## src/rtl/multdiv_pkg.sv

```systemverilog
// Shared types and constants for the iterative multiply/divide sequencer and
// the decode/stall logic that drives it.
package multdiv_pkg;
  typedef enum logic [1:0] {IDLE, MUL_IT, DIV_IT, FINISH} md_state_e;

  localparam logic [4:0] ALU_OP_ADD    = 5'b00000;
  localparam logic [4:0] ALU_OP_SUB    = 5'b00001;
  localparam int         MULTDIV_ITERS = 32;
endpackage

```

## src/rtl/multdiv_iter_counter.sv

```systemverilog
// Iteration counter for the multiply/divide sequencer; term flags the last
// iteration (count == WIDTH-1).
module multdiv_iter_counter #(
  parameter int WIDTH = 32,
  parameter int CNT_W = 6
) (
  input  logic clock,
  input  logic reset,
  input  logic clr,
  input  logic en,
  output logic term
);
  logic [CNT_W-1:0] cnt_q, cnt_d;

  always_comb begin
    cnt_d = cnt_q;
    if (clr)     cnt_d = '0;
    else if (en) cnt_d = cnt_q + 1'b1;
  end

  always_ff @(posedge clock) begin
    if (reset) cnt_q <= '0;
    else       cnt_q <= cnt_d;
  end

  assign term = (cnt_q == CNT_W'(WIDTH - 1));
endmodule

```

## src/rtl/multdiv_sequencer.sv

```systemverilog
// Iterative signed multiply (radix-2 Booth) / divide (restoring) using the shared ALU.
// Build option: MULTDIV_EARLY_DIV0_EN completes divide-by-zero one cycle after start.
module multdiv_sequencer
  import multdiv_pkg::*;
#(
  parameter int WIDTH = MULTDIV_ITERS,
  parameter int CNT_W = 6
) (
  input  logic             clock,
  input  logic             reset,
  input  logic             ctrl_MULT,
  input  logic             ctrl_DIV,
  input  logic [WIDTH-1:0] data_operandA,
  input  logic [WIDTH-1:0] data_operandB,
  output logic [WIDTH-1:0] alu_opA,
  output logic [WIDTH-1:0] alu_opB,
  output logic [4:0]       alu_opcode,
  input  logic [WIDTH-1:0] alu_result,
  input  logic             alu_overflow,
  output logic [WIDTH-1:0] data_result,
  output logic             data_exception,
  output logic             data_resultRDY,
  output logic             busy
);
  md_state_e        state_q, state_d;
  logic [WIDTH-1:0] p_hi_q, p_hi_d, p_lo_q, p_lo_d, m_q, m_d, res_q, res_d;
  logic             q1_q, q1_d, is_div_q, is_div_d, neg_q, neg_d, div0_q, div0_d;
  logic             exc_q, exc_d, rdy_q, rdy_d;
  logic             cnt_clr, cnt_en, cnt_term;
  logic             start_ok, start_mul, start_div, alu_sign, take;
  logic [WIDTH-1:0] a_mag, b_mag, r_shift, q_neg;

  multdiv_iter_counter #(.WIDTH(WIDTH), .CNT_W(CNT_W)) u_cnt (
    .clock (clock),
    .reset (reset),
    .clr   (cnt_clr),
    .en    (cnt_en),
    .term  (cnt_term)
  );

  assign start_ok  = (state_q == IDLE) && !rdy_q;
  assign start_mul = start_ok && ctrl_MULT;
  assign start_div = start_ok && ctrl_DIV && !ctrl_MULT;
  assign a_mag     = data_operandA[WIDTH-1] ? (~data_operandA + 1'b1) : data_operandA;
  assign b_mag     = data_operandB[WIDTH-1] ? (~data_operandB + 1'b1) : data_operandB;
  assign q_neg     = ~p_lo_q + 1'b1;
  assign r_shift   = {p_hi_q[WIDTH-2:0], p_lo_q[WIDTH-1]};
  assign alu_sign  = alu_result[WIDTH-1] ^ alu_overflow;
  // A divisor with its top bit set can only be |0x80000000|; the signed ALU
  // compare misreads it as negative, so then only R' >= 2^(WIDTH-1) qualifies.
  assign take      = r_shift[WIDTH-1] | (~m_q[WIDTH-1] & ~alu_sign);

  always_comb begin
    state_d    = state_q;
    p_hi_d     = p_hi_q;
    p_lo_d     = p_lo_q;
    q1_d       = q1_q;
    m_d        = m_q;
    is_div_d   = is_div_q;
    neg_d      = neg_q;
    div0_d     = div0_q;
    res_d      = res_q;
    exc_d      = exc_q;
    rdy_d      = 1'b0;
    cnt_clr    = 1'b0;
    cnt_en     = 1'b0;
    alu_opA    = '0;
    alu_opB    = '0;
    alu_opcode = ALU_OP_ADD;
    case (state_q)
      IDLE: begin
        if (start_mul) begin
          state_d  = MUL_IT;
          p_hi_d   = '0;
          p_lo_d   = data_operandB;
          q1_d     = 1'b0;
          m_d      = data_operandA;
          is_div_d = 1'b0;
          cnt_clr  = 1'b1;
        end else if (start_div) begin
          state_d  = DIV_IT;
          p_hi_d   = '0;
          p_lo_d   = a_mag;
          m_d      = b_mag;
          is_div_d = 1'b1;
          neg_d    = data_operandA[WIDTH-1] ^ data_operandB[WIDTH-1];
          div0_d   = (data_operandB == '0);
          cnt_clr  = 1'b1;
`ifdef MULTDIV_EARLY_DIV0_EN
          if (data_operandB == '0) state_d = FINISH;
`endif
        end
      end
      MUL_IT: begin
        alu_opA = p_hi_q;
        case ({p_lo_q[0], q1_q})
          2'b10: begin alu_opcode = ALU_OP_SUB; alu_opB = m_q; end
          2'b01: alu_opB = m_q;
          default: ;
        endcase
        // 33-bit sign recovered from overflow keeps the arithmetic shift exact.
        p_hi_d = {alu_sign, alu_result[WIDTH-1:1]};
        p_lo_d = {alu_result[0], p_lo_q[WIDTH-1:1]};
        q1_d   = p_lo_q[0];
        cnt_en = 1'b1;
        if (cnt_term) state_d = FINISH;
      end
      DIV_IT: begin
        alu_opA    = r_shift;
        alu_opB    = m_q;
        alu_opcode = ALU_OP_SUB;
        p_hi_d     = take ? alu_result : r_shift;
        p_lo_d     = {p_lo_q[WIDTH-2:0], take};
        cnt_en     = 1'b1;
        if (cnt_term) state_d = FINISH;
      end
      FINISH: begin
        rdy_d   = 1'b1;
        state_d = IDLE;
        if (!is_div_q) begin
          res_d = p_lo_q;
          exc_d = (p_hi_q != {WIDTH{p_lo_q[WIDTH-1]}});
        end else if (div0_q) begin
          res_d = '0;
          exc_d = 1'b1;
        end else begin
          // Only a positive quotient of 2^(WIDTH-1) is unrepresentable.
          res_d = neg_q ? q_neg : p_lo_q;
          exc_d = ~neg_q & p_lo_q[WIDTH-1];
        end
      end
      default: state_d = IDLE;
    endcase
  end

  always_ff @(posedge clock) begin
    if (reset) begin
      state_q  <= IDLE;
      p_hi_q   <= '0;
      p_lo_q   <= '0;
      q1_q     <= 1'b0;
      m_q      <= '0;
      is_div_q <= 1'b0;
      neg_q    <= 1'b0;
      div0_q   <= 1'b0;
      res_q    <= '0;
      exc_q    <= 1'b0;
      rdy_q    <= 1'b0;
    end else begin
      state_q  <= state_d;
      p_hi_q   <= p_hi_d;
      p_lo_q   <= p_lo_d;
      q1_q     <= q1_d;
      m_q      <= m_d;
      is_div_q <= is_div_d;
      neg_q    <= neg_d;
      div0_q   <= div0_d;
      res_q    <= res_d;
      exc_q    <= exc_d;
      rdy_q    <= rdy_d;
    end
  end

  assign data_result    = res_q;
  assign data_exception = exc_q;
  assign data_resultRDY = rdy_q;
  assign busy           = (state_q != IDLE) || rdy_q;
endmodule

```

## config.mk

```make
export PLATFORM = sky130hd
export DESIGN_NAME = multdiv_sequencer
export DESIGN_NICKNAME = d
export VERILOG_FILES = /design/src/rtl/multdiv_pkg.sv /design/src/rtl/multdiv_iter_counter.sv /design/src/rtl/multdiv_sequencer.sv
export SDC_FILE = /design/constraint.sdc
export NUM_CORES = 1
export LEC_CHECK = 0
export CAP_MARGIN = 20
export CORE_MARGIN = 2
export CORE_UTILIZATION = 47
export DETAILED_ROUTE_END_ITERATION = 12
export GPL_ROUTABILITY_DRIVEN = 0
export GPL_TIMING_DRIVEN = 0
export PLACE_DENSITY_LB_ADDON = 0.3
export SYNTH_ARGS = -nofsm -noshare
export SYNTH_HDL_FRONTEND = slang
export SYNTH_SLANG_ARGS = --single-unit
export TNS_END_PERCENT = 1
```

## constraint.sdc

```tcl
create_clock -name clock -period 2.6 [get_ports clock]
set_clock_uncertainty 0.1 [all_clocks]
set_input_delay 0.26 -clock clock [delete_from_list [all_inputs] [get_ports clock]]
set_output_delay 0.26 -clock clock [all_outputs]
set_load 0.02 [all_outputs]
```

==> results.txt <==
----------------------------------------------------
[Worst setup path]
  Capturing element type of the critical path ... flip-flop
  Critical path cell sequence ... o21bai_1 -> a21oi_1 -> clkbuf_1 -> clkbuf_2 -> o211ai_1 -> o21ai_0 -> o22ai_1
  Critical Path RT ... 2.79 ns
  Kind of start point of the critical path ... flip-flop
  Critical path's slowest cell ... sky130_fd_sc_hd__a21oi_1
  Family of cells with the greatest summed delay on the critical path ... compound AO/OA/AOI/OAI gates
  Critical Setup Path Class ... flip-flop to flip-flop
  Bufs and invs on worst path ... 2
  Worst path arrival time ... 2.83 ns
  Largest fanout on the critical path ... 10
  Peak per-stage delay on the critical path ... 0.47 ns

[Outcome]
  Violated checks ... negative setup slack
  Run status ... finished, violations left

[Clock tree]
  Count of hold-fix buffers inserted at cts ... 0
  Clk Tree Root Cell ... sky130_fd_sc_hd__clkbuf_16
  CTS clock-pin slew for the worst setup and hold paths ... 0.06 ns
  Number of buffers on the longest clock path ... 2
  Worst-Skew Late Latency ... 0.43 ns
  CTS Buf Count ... 17
  Total number of clock tree sinks ... 142
  TritonCTS clock tree ... done
  Htree depth ... 4

[Yosys]
  Distinct cells, synth ... 61
  Mean post-synth cell area ... 7.60 sq um
  Flip-flop and latch count after synthesis ... 142
  Dominant synthesized flop cell ... sky130_fd_sc_hd__dfxtp_1
  Share of synthesized registers carrying an async set or reset ... 0%
  Gate count of the mapped netlist ... 1220
  Summed instance area of the synthesized netlist ... 9280 sq um
  Warnings, synthesis ... 0
  Sequential area share after synthesis ... 30.6%
  Number of enable flip-flop cells after synthesis ... 0

[Floorplan]
  Vertical extent of the die ... 144 microns
  Number of I/O pins ... 205
  Die Area ... 20900 sq um
  Standard-cell row count ... 51
  Area inside the core boundary ... 19400 sq um
  Initial Util ... 47.8%
  Die outline width ... 144 microns

[STA]
  Number of pins exceeding their max-slew limit in the final report ... 0
  Share of the cycle needed by the critical path after routing ... 102%
  Setup ws final ... -0.0433 ns
  Highest Clock Rate ... 378 MHz
  Relative max-transition margin ... 52.3%
  Setup repair after global routing missed its margin ... true
  Final setup TNS ... -0.566 ns
  Final count of hold timing violations ... 0
  Post-route minimum period ... 2.64 ns
  Number of setup violations in the final report ... 19
  Actual transition at the worst max-transition pin ... 0.715 ns

[Global routing]
  First-pass GRT wire length ... 53.3 mm
  Total track usage ... 32.5%
  Vias in the first global route ... 10231
  Number of antenna violations at the first check in global routing ... 0
  Global route overflow ... 0
  Maximum number of pins on one net before global-route repair ... 17

[Final layout]
  Final core utilization ... 63.4%
  Layout cells sized above 1 ... 12.2%
  Number of fillers in the final layout ... 1756
  Most frequent cells in the layout ... sky130_fd_sc_hd__dfxtp_1, sky130_fd_sc_hd__nand2_1, sky130_fd_sc_hd__clkdlybuf4s50_1
  NumNets Final ... 1553
  Antenna diode count ... 0
  Area of all sequential standard cells ... 2850 sq um
  Most common cell after layout, fill and taps aside ... sky130_fd_sc_hd__dfxtp_1
  P&R area growth vs syn ... 32.7%
  Multi-input logic area ... 6140 sq um

[Route]
  Number of vias in the routed layout ... 11014
  Post-DR wirelength/cell ... 20.2 microns
  DRC violations left ... 0
  Vias/cell ... 6.40
  Final wirelength ... 34.7 mm
  Number of violations reported at the end of detailed-routing iteration 0 ... 1499
  Number of optimization iterations in the first detailed-route pass ... 8
  Remaining antenna violation count after routing ... 0

[Power]
  Largest voltage drop on the vdd net ... 0.612 mV
  Pleak ... 4.51 nW
  Areal power density over the cells ... 848 nW/um^2

[Placement]
  Placed wire-length estimate ... 25.5 mm
  Number of input and output port buffers inserted ... 197
  Pre-CTS setup slack ... -1.13 ns

[Hold path]
  Min-delay worst type ... primary input to flip-flop

[Flow run]
  Max-cap violations ... 0

----------------------------------------------------
-- final cells by class --
class                           instances  area share [%]
Timing Repair Buffer                  203            14.3
Buffer                                116            4.54
Inverter                               19           0.620
Sequential cell                       142            23.1
Tap cell                              265            2.69
Clock inverter                          9           0.895
Clock buffer                           22            3.93
Multi-Input combinational cell        944            49.9
-- logic make-up (layout without fill, tap and decap cells) --
family | count (synthesis) | after routing | share of synthesized area [%]
buf+inv | 137 | 369 | 5.71
xor+xnor | 83 | 83 | 7.84
flops | 142 | 142 | 30.6
other cells | 1 | 4 | 0.0404
mux | 5 | 5 | 0.553
fa+ha+maj | 9 | 9 | 1.21
compound gates | 417 | 417 | 31.5
simple gates | 426 | 426 | 22.5
-- worst reg2reg max path: stages, from the launching register on --
cell and delay (ns):
sky130_fd_sc_hd__dfxtp_1 0.46, sky130_fd_sc_hd__o21bai_1 0.39, sky130_fd_sc_hd__a21oi_1 0.47, sky130_fd_sc_hd__clkbuf_1 0.41, sky130_fd_sc_hd__clkbuf_2 0.34, sky130_fd_sc_hd__o211ai_1 0.14, sky130_fd_sc_hd__o21ai_0 0.10, sky130_fd_sc_hd__o22ai_1 0.09
-- state kept, by name (all words and copies together), names as in the netlist --
name            cells
u_cnt.cnt_q         6
is_div_q            1
data_resultRDY      1
div0_q              1
data_result        32
state_q             2
data_exception      1
p_hi_q             32
p_lo_q             32
q1_q                1
m_q                32
neg_q               1
-- cells in the mapped netlist (23+ instances only) --
master	number	share of area, %
sky130_fd_sc_hd__xor2_1	64	6.0
sky130_fd_sc_hd__dfxtp_1	142	31
sky130_fd_sc_hd__nand2_1	138	5.6
sky130_fd_sc_hd__a221o_1	38	4.1
sky130_fd_sc_hd__nor2_1	86	3.5
sky130_fd_sc_hd__o31ai_1	23	1.9
sky130_fd_sc_hd__a22oi_1	83	6.7
sky130_fd_sc_hd__clkbuf_1	103	4.2
sky130_fd_sc_hd__o22ai_1	41	2.8
sky130_fd_sc_hd__nor3_1	45	2.4
sky130_fd_sc_hd__o21ai_0	58	3.1
sky130_fd_sc_hd__and2_1	35	2.4
sky130_fd_sc_hd__a21oi_1	77	4.2
-- through the flow --
stage               instance area (sq um)  std cells  hold slack, ns  power, mW
floorplan                            9290       1223           0.298       5.92
global placement                    11600       1685           0.340       7.34
detailed placement                  11600       1685           0.343       7.42
CTS                                 12400       1717           0.288       10.1
global route                        12300       1720           0.263       10.9
finish                              12300       1720           0.250       10.4
-- power by group --
group          internal [mW]  switching, mW
sequential              2.62          0.486
clock                   1.51          0.965
combinational           1.82           3.03
-- final timing paths --
check	slack, ns	to	cells past startpoint	startpoint
hold reg to reg	0.35	data_result[18]$_SDFFE_PP0P_	2	data_result[18]$_SDFFE_PP0P_
setup / recovery	-0.04	p_lo_q[27]$_SDFFE_PP0P_	7	data_resultRDY$_SDFF_PP0_
setup reg to reg	-0.04	p_lo_q[27]$_SDFFE_PP0P_	7	data_resultRDY$_SDFF_PP0_
hold / removal	0.25	p_lo_q[13]$_SDFFE_PP0P_	3	data_operandA[13]
-- timing repair --
action                     in CTS  in global routing
hold endpoints to repair        0                  0
gates resized for setup       255                132
pin swaps                       1                  2
buffers inserted                2                  3
setup endpoints to repair     151                162
gates cloned                    1                  0
-- layer usage --
layer  routed length (microns)  vias up  track usage [%]
li1                          -     5026                -
met1                     13600     5130             41.5
met2                     16000      734             52.6
met3                      3650      124             6.72
met4                      1400        0             15.6
met5                         0        -                0
Power figures use the tool's default switching activity.
